$ cat src/rtl/seg_scan_driver.sv
// Eight-digit multiplexed seven-segment scanner, common-anode, active-low.
// Codes and decimal points are snapshotted once per frame so a frame never tears.
module seg_scan_driver #(
   parameter int DIV   = 50000,
   parameter int BLANK = 500
) (
   input  logic       sys_clk,
   input  logic       sys_rst,
   input  logic [3:0] bit_7,
   input  logic [3:0] bit_6,
   input  logic [3:0] bit_5,
   input  logic [3:0] bit_4,
   input  logic [3:0] bit_3,
   input  logic [3:0] bit_2,
   input  logic [3:0] bit_1,
   input  logic [3:0] bit_0,
   input  logic [7:0] dp_mask,
   output logic [7:0] sel,
   output logic [7:0] seg,
   output logic       frame_done
);

   localparam int CW = $clog2(DIV);

   logic [CW-1:0]   r_cnt;
   logic [2:0]      r_idx;
   logic [7:0][3:0] r_code;
   logic [7:0]      r_dp;
   logic [7:0]      r_sel;
   logic [7:0]      r_seg;
   logic            r_fd;

   logic            w_last;
   logic            w_frame_end;
   logic            w_pre_end;
   logic            w_active;
   logic [3:0]      w_code;
   logic [6:0]      w_dec;
   logic [7:0]      w_sel;

   assign w_last      = (r_cnt == CW'(DIV - 1));
   assign w_frame_end = w_last && (r_idx == 3'd0);
   assign w_pre_end   = (r_cnt == CW'(DIV - 2)) && (r_idx == 3'd0);
   assign w_active    = (r_cnt >= CW'(BLANK));
   assign w_code      = r_code[r_idx];
   assign w_sel       = ~(8'b1 << r_idx);

   always_comb begin
      w_dec = 7'h7F;
      case (w_code)
         4'd0:    w_dec = 7'h40;
         4'd1:    w_dec = 7'h79;
         4'd2:    w_dec = 7'h24;
         4'd3:    w_dec = 7'h30;
         4'd4:    w_dec = 7'h19;
         4'd5:    w_dec = 7'h12;
         4'd6:    w_dec = 7'h02;
         4'd7:    w_dec = 7'h78;
         4'd8:    w_dec = 7'h00;
         4'd9:    w_dec = 7'h10;
         4'd11:   w_dec = 7'h3F;
         default: w_dec = 7'h7F;
      endcase
   end

   always_ff @(posedge sys_clk) begin
      if (sys_rst) begin
         r_cnt  <= '0;
         r_idx  <= 3'd7;
         r_code <= {8{4'd10}};
         r_dp   <= 8'h00;
         r_sel  <= 8'hFF;
         r_seg  <= 8'hFF;
         r_fd   <= 1'b0;
      end else begin
         r_cnt <= w_last ? '0 : r_cnt + 1'b1;
         if (w_last) r_idx <= r_idx - 3'd1;
         if (w_frame_end) begin
            r_code <= {bit_7, bit_6, bit_5, bit_4,
                       bit_3, bit_2, bit_1, bit_0};
            r_dp   <= dp_mask;
         end
         // outputs trail the counter/index by one cycle
         if (w_active) begin
            r_sel <= w_sel;
            r_seg <= {~r_dp[r_idx], w_dec};
         end else begin
            r_sel <= 8'hFF;
            r_seg <= 8'hFF;
         end
         r_fd <= w_pre_end;
      end
   end

   assign sel        = r_sel;
   assign seg        = r_seg;
   assign frame_done = r_fd;

endmodule

$ cat config.mk
export PLATFORM = sky130hd
export DESIGN_NAME = seg_scan_driver
export DESIGN_NICKNAME = d
export VERILOG_FILES = /design/src/rtl/seg_scan_driver.sv
export SDC_FILE = /design/constraint.sdc
export NUM_CORES = 1
export LEC_CHECK = 0
export BUFFER_PORTS_ARGS = -buffer_cell sky130_fd_sc_hd__buf_4
export CELL_PAD_IN_SITES_DETAIL_PLACEMENT = 0
export CELL_PAD_IN_SITES_GLOBAL_PLACEMENT = 1
export CORE_ASPECT_RATIO = 1.4
export CORE_UTILIZATION = 39
export DETAILED_ROUTE_END_ITERATION = 10
export PLACE_DENSITY = 0.8
export REMOVE_ABC_BUFFERS = 1
export SLEW_MARGIN = 25
export SYNTH_ARGS = -nofsm -noshare
export SYNTH_HDL_FRONTEND = slang
export SYNTH_SLANG_ARGS = --single-unit
$ cat constraint.sdc
create_clock -name sys_clk -period 2.1 [get_ports sys_clk]
set_clock_uncertainty 0.05 [all_clocks]
set_input_delay 0.21 -clock sys_clk [delete_from_list [all_inputs] [get_ports sys_clk]]
set_output_delay 0.21 -clock sys_clk [all_outputs]
set_load 0.05 [all_outputs]
==> results of run 1 <==
logic make-up after synthesis:
group,after synthesis,synth area share [%]
flip-flops,76,43.4
buffers and inverters,39,4.67
adder cells (fa/ha/maj),14,4.99
AND/OR/NAND/NOR,113,18.8
XOR/XNOR,13,3.25
multiplexers,20,10.6
AO/OA/AOI/OAI,81,14.4
layout make-up:
cell class	instances	area (um^2)	share of cell area [%]
multi-input combinational	241	1830	41.1
sequential	76	1520	34.1
timing repair buffer	76	624	14.0
clock buffer	9	225	5.04
tap	105	131	2.94
clock inverter	7	82.6	1.85
inverter	12	45.0	1.01
registers in the layout, summed over array words and instances (netlist names):
signal and count:
sel 8, seg 8, r_dp 8, r_cnt 16, frame_done 1, r_idx 3
r_code 32
per-layer routing:
layer,GRT usage (%),share of wire (%),wire [um]
met3,3.43,3.8,284
met2,27.5,49,3600
met5,0,0,0
met1,22.1,46,3420
met4,7.02,1.5,108
report_power, final:
part           switching [mW]  leakage, nW  internal (mW)
registers             0.00666        0.613           1.45
logic                  0.0340         1.03         0.0565
clock network           0.645        0.145          0.941
tightest hold or removal path, stage by stage:
cell                      delay (ps)
sky130_fd_sc_hd__buf_4           110
sky130_fd_sc_hd__nand3_1          50
sky130_fd_sc_hd__a21oi_1          50
stage by stage:
step	std cells	setup TNS, ps	instance area [um^2]
after CTS	525	0	4450
after global routing	526	0	4470
final	526	0	4470
after floorplan	329	-26810	3390
after global placement	509	0	4140
after detailed placement	509	-7.00	4140
final timing paths:
check	start	to
worst max register to register	r_idx[0]$_SDFFE_PP1N_	seg[4]$_SDFF_PP1_
worst min-delay path	bit_0[0]	r_code[0]$_SDFFE_PP0P_
worst min register to register	r_code[15]$_SDFFE_PP1P_	r_code[15]$_SDFFE_PP1P_
worst max-delay path	r_idx[0]$_SDFFE_PP1N_	seg[4]$_SDFF_PP1_
repair_timing:
| item | in CTS | in global routing |
|---|---|---|
| cloned | 0 | 0 |
| resized for setup | 2 | 8 |
| setup endpoints to repair | 4 | 22 |
| pin swaps | 0 | 1 |
| setup buffers | 0 | 1 |
cells in the final DEF (no fill, tap or decap), drive strengths merged, types with 9 or more instances in the layout:
| master | n |
|---|---|
| nor2 | 21 |
| mux4 | 10 |
| a211o | 17 |
| xnor2 | 12 |
| nand3 | 34 |
| buf | 76 |
| and3 | 18 |
| clkbuf | 9 |
| inv | 16 |
| o21ai | 27 |
| dfxtp | 76 |
| a21oi | 29 |
| ha | 14 |
==> results.cfg, run 1 <==
[placed_design]
hpwlAfterDp_um = 5270
placement.setup.worst_slack_ps = -7.00
io_buffers = 58
place_congestion = 0.869

[clocking]
cts-buffers-inserted = 9
tritoncts_num_sinks = 76
cts.clk_slew.worst_paths_ps = 60
postCtsHoldBufs = 0
clk-insertion-delay-late_ps = 330
cts_root_buf = sky130_fd_sc_hd__clkbuf_16
htree_num_levels = 3
number_of_buffers_on_the_longest_clock_path = 2
cts_tree = done

[sta]
post-route-min-period_ps = 2030
final.setup.worst_slack_ps = 72.5
setup_repair_after_global_routing_missed_its_margin = no
timing_max_transition_violations_final = 0
relative_slew_slack_pct = 62.4
worst_pin_slew_ps = 563
hold_viol = 0
final_min_period_over_clock_period_pct = 96.5
fin_hold_ws_ps = 82.5
max_freq_mhz = 493
setup_viol = 0

[setup_path]
worst-r2r-cell-count = 6
timing.critical_path.slowest_stage_cell = sky130_fd_sc_hd__mux4_2
ff2ff_setup_slack_ps = 70
timing.critical_path.from_type = flip-flop
critical_path_cell_count = 6
critical_path_required_ps = 2310
worstSetupEndpointType = flip-flop
critical_path.cell_chain = buf_12 > mux4_2 > mux2_4 > ha_1 > mux2_2 > a32oi_1
combined_buffer_and_inverter_count_along_the_critical_path = 1
crit_type = flip-flop to flip-flop
cp_max_fo = 6
cpPeakStageDelay_ps = 490
critical-path-top-delay-family = multiplexers
arrival_ps = 2240

[floorplanning]
floorplan.die.height_um = 114
die_w_um = 82.1
initial_utilization_pct = 40.5
num_rows = 40
dieArea_um2 = 9380
coreArea_um2 = 8660
design.portCount = 59

[synthesis]
synthArstFlopShare_pct = 0
post_synth_instance_area_um2 = 3510
synth_top_area_share_pct = 43.4
synth_top_cells_by_area = sky130_fd_sc_hd__dfxtp_1 43%, sky130_fd_sc_hd__mux4_1 6.0%, sky130_fd_sc_hd__ha_1 5.0%, sky130_fd_sc_hd__nand3_1 4.7%, sky130_fd_sc_hd__a211o_1 4.2%
post-synth-top-count-cell = sky130_fd_sc_hd__dfxtp_1
ys_seq_area_share_pct = 43.4
synth_top_flop_cell = sky130_fd_sc_hd__dfxtp_1
ys_seq_elements = 76
synth.lib_cells_used.distinct = 46
synthDominantAreaCellType = sky130_fd_sc_hd__dfxtp_1
postSynthAreaPerCell_um2 = 9.85
synth_enable_flop_cells = 0
yosysWarningCount = 0
netlist_instances = 356
synth.cells.most_frequent = 76 x sky130_fd_sc_hd__dfxtp_1, 33 x sky130_fd_sc_hd__nand3_1, 29 x sky130_fd_sc_hd__a21oi_1

[detailed_routing]
routedWlPerCell_um = 14.1
antenna_violation_net_count_after_detailed_routing = 0
dr_total_vias = 2794
via_per_inst = 5.31
first_iter_violations = 111
detail_route.first_pass.iterations = 5
detail_route.drc_violations = 0
routed_wl_um = 7410

[layout]
fillerInstances = 797
final_core_util_pct = 51.6
post_route_cells_drive_above_1_share_pct = 27.6
num-nets-final = 472
antennaDiodeCount = 0
synthToLayoutAreaGrowth_pct = 27.4

[power_and_ir_drop]
cellLeakagePower_nw = 1.78
report.power.total_mw = 3.13
vdd_drop_max_uv = 425
pwr_density_cell_nw_per_um2 = 701

[global_route]
grt_first_pass_wirelength_um = 12100
grt_remaining_overflow = 0
grt_pass1_vias = 2514
grt_start_max_net_pins = 49
global_route.usage.total_pct = 17.1
number_of_antenna_violations_at_the_first_check_in_global_routing = 0

[run]
drv_cap = 0

[hold_path]
min_delay_path_depth = 3
worst_hold_path_type = primary input to flip-flop

[run_status]
outcome = finished clean
(Power assumes the default switching activity.)
==> inputs of run 2 (changes only) <==
- CORE_UTILIZATION: 39 -> 45
- PLACE_DENSITY: 0.8 -> 0.86
- clock period: 2.1 -> 2.6 ns (I/O delays scaled with it)
==> results.cfg, run 2 (synthesis results as in run 1) <==
[placed_design]
io_buffers = 58
placement.setup.worst_slack_ps = -102
place.detailed.instances = 494
hpwlAfterDp_um = 4830
place_congestion = 0.754
post_dp_cell_area_um2 = 4020

[run]
drv_cap = 0

[layout]
synthToLayoutAreaGrowth_pct = 20.8
final_common_cell = sky130_fd_sc_hd__dfxtp_1
reg_top3 = r_code (32), r_cnt (16)
num-nets-final = 464
registers.top_by_ff_count = r_code
antennaDiodeCount = 0
final_core_util_pct = 56.9
most-common-layout-cells = 76 x sky130_fd_sc_hd__dfxtp_1, 68 x sky130_fd_sc_hd__buf_4, 33 x sky130_fd_sc_hd__nand3_1, 29 x sky130_fd_sc_hd__a21oi_1, 27 x sky130_fd_sc_hd__o21ai_0
final_cell_count_without_fillers = 510
largest_reg_flops = 32
post_route_cells_drive_above_1_share_pct = 24.5
post_route_cell_area_um2 = 4240

[sta]
worst_pin_slew_ps = 672
final_min_period_over_clock_period_pct = 90.5
post-route-min-period_ps = 2350
max_freq_mhz = 425
hold_viol = 0
final.setup.worst_slack_ps = 247
setup_repair_after_global_routing_missed_its_margin = no
setup_viol = 0
relative_slew_slack_pct = 55.1
timing_max_transition_violations_final = 0

[detailed_routing]
detail_route.first_pass.iterations = 4
antenna_violation_net_count_after_detailed_routing = 0
routedWlPerCell_um = 14.0
routed_wl_um = 7120
via_per_inst = 5.50
first_iter_violations = 120
dr_total_vias = 2805
detail_route.drc_violations = 0

[power_and_ir_drop]
pwr_density_cell_nw_per_um2 = 516
report.power.total_mw = 2.19
cellLeakagePower_nw = 1.71
vdd_drop_max_uv = 307

[global_route]
grt_remaining_overflow = 0
grt_first_pass_wirelength_um = 12200
global_route.usage.total_pct = 19.0
number_of_antenna_violations_at_the_first_check_in_global_routing = 0
grt_pass1_vias = 2596
grt_start_max_net_pins = 49

[setup_path]
worstSetupEndpointType = flip-flop
timing.critical_path.from_type = flip-flop
arrival_ps = 2540
cpPeakStageDelay_ps = 580
crit_type = flip-flop to flip-flop
critPathMostFrequentCell = sky130_fd_sc_hd__inv_1
timing.critical_path.slowest_stage_cell = sky130_fd_sc_hd__mux4_1
cp_max_fo = 13
critical_path.cell_chain = buf_4 > mux4_1 > mux2i_1 > inv_1 > ha_1 > inv_1 > mux2_4 > a32oi_2
critical_path_required_ps = 2780

[clocking]
cts_tree = done
clk-insertion-delay-late_ps = 360
cts_root_buf = sky130_fd_sc_hd__clkbuf_8
number_of_buffers_on_the_longest_clock_path = 2
cts-buffers-inserted = 9
setup_repair_bufs_after_cts = 0
postCtsHoldBufs = 0
htree_num_levels = 3
tritoncts_num_sinks = 76
cts.clk_slew.worst_paths_ps = 80
cts_resized = 1

[floorplanning]
floorplan.die.height_um = 106
initial_utilization_pct = 47.1
design.portCount = 59
dieArea_um2 = 8160
num_rows = 37
die_w_um = 76.6
coreArea_um2 = 7450

[hold_path]
worst_hold_path_type = primary input to flip-flop

[run_status]
outcome = finished clean
run 2: path summary, 6_finish.rpt:
path | startpoint | endpoint | slack (ps) | cells past startpoint
setup / recovery | r_idx[0]$_SDFFE_PP1N_ | seg[6]$_SDFF_PP1_ | 250 | 8
hold / removal | bit_3[0] | r_code[12]$_SDFFE_PP0P_ | 100 | 3
setup reg to reg | r_idx[0]$_SDFFE_PP1N_ | seg[6]$_SDFF_PP1_ | 250 | 8
hold reg to reg | r_code[23]$_SDFFE_PP1P_ | r_code[23]$_SDFFE_PP1P_ | 410 | 1
run 2: metal layers:
layer,GRT usage (%),part of all wire [%]
met1,23.4,44
met2,30.3,49
met3,6.01,4.4
met4,8.52,2.2
met5,0,0
run 2: layout make-up:
cell class	instances	area, um^2
Sequential cell	76	1520
Tap cell	97	121
Clock buffer	11	151
Fill cell	663	3220
Multi-Input combinational cell	241	1830
Inverter	12	45.0
Clock inverter	5	58.8
Timing Repair Buffer	68	510
run 2: where the power goes:
part	leakage, nW	switching [mW]	internal [mW]
Combinational	0.997	0.0280	0.0446
Sequential	0.614	0.00556	1.17
Clock	0.102	0.443	0.497
run 2: stage by stage:
stage | TNS [ps] | hold slack (ps)
after global routing | 0 | 95.2
after CTS | 0 | 94.4
after detailed placement | -1500 | 393
final | 0 | 105
after global placement | 0 | 385
after floorplan | -9100 | 279
run 2: critical path, delay by kind of cell, from the launching register on:
family          cells  cell delay [ps]
mux                 3             1150
buf+inv             3              420
flops               1              330
fa+ha+maj           1              230
compound gates      1               40
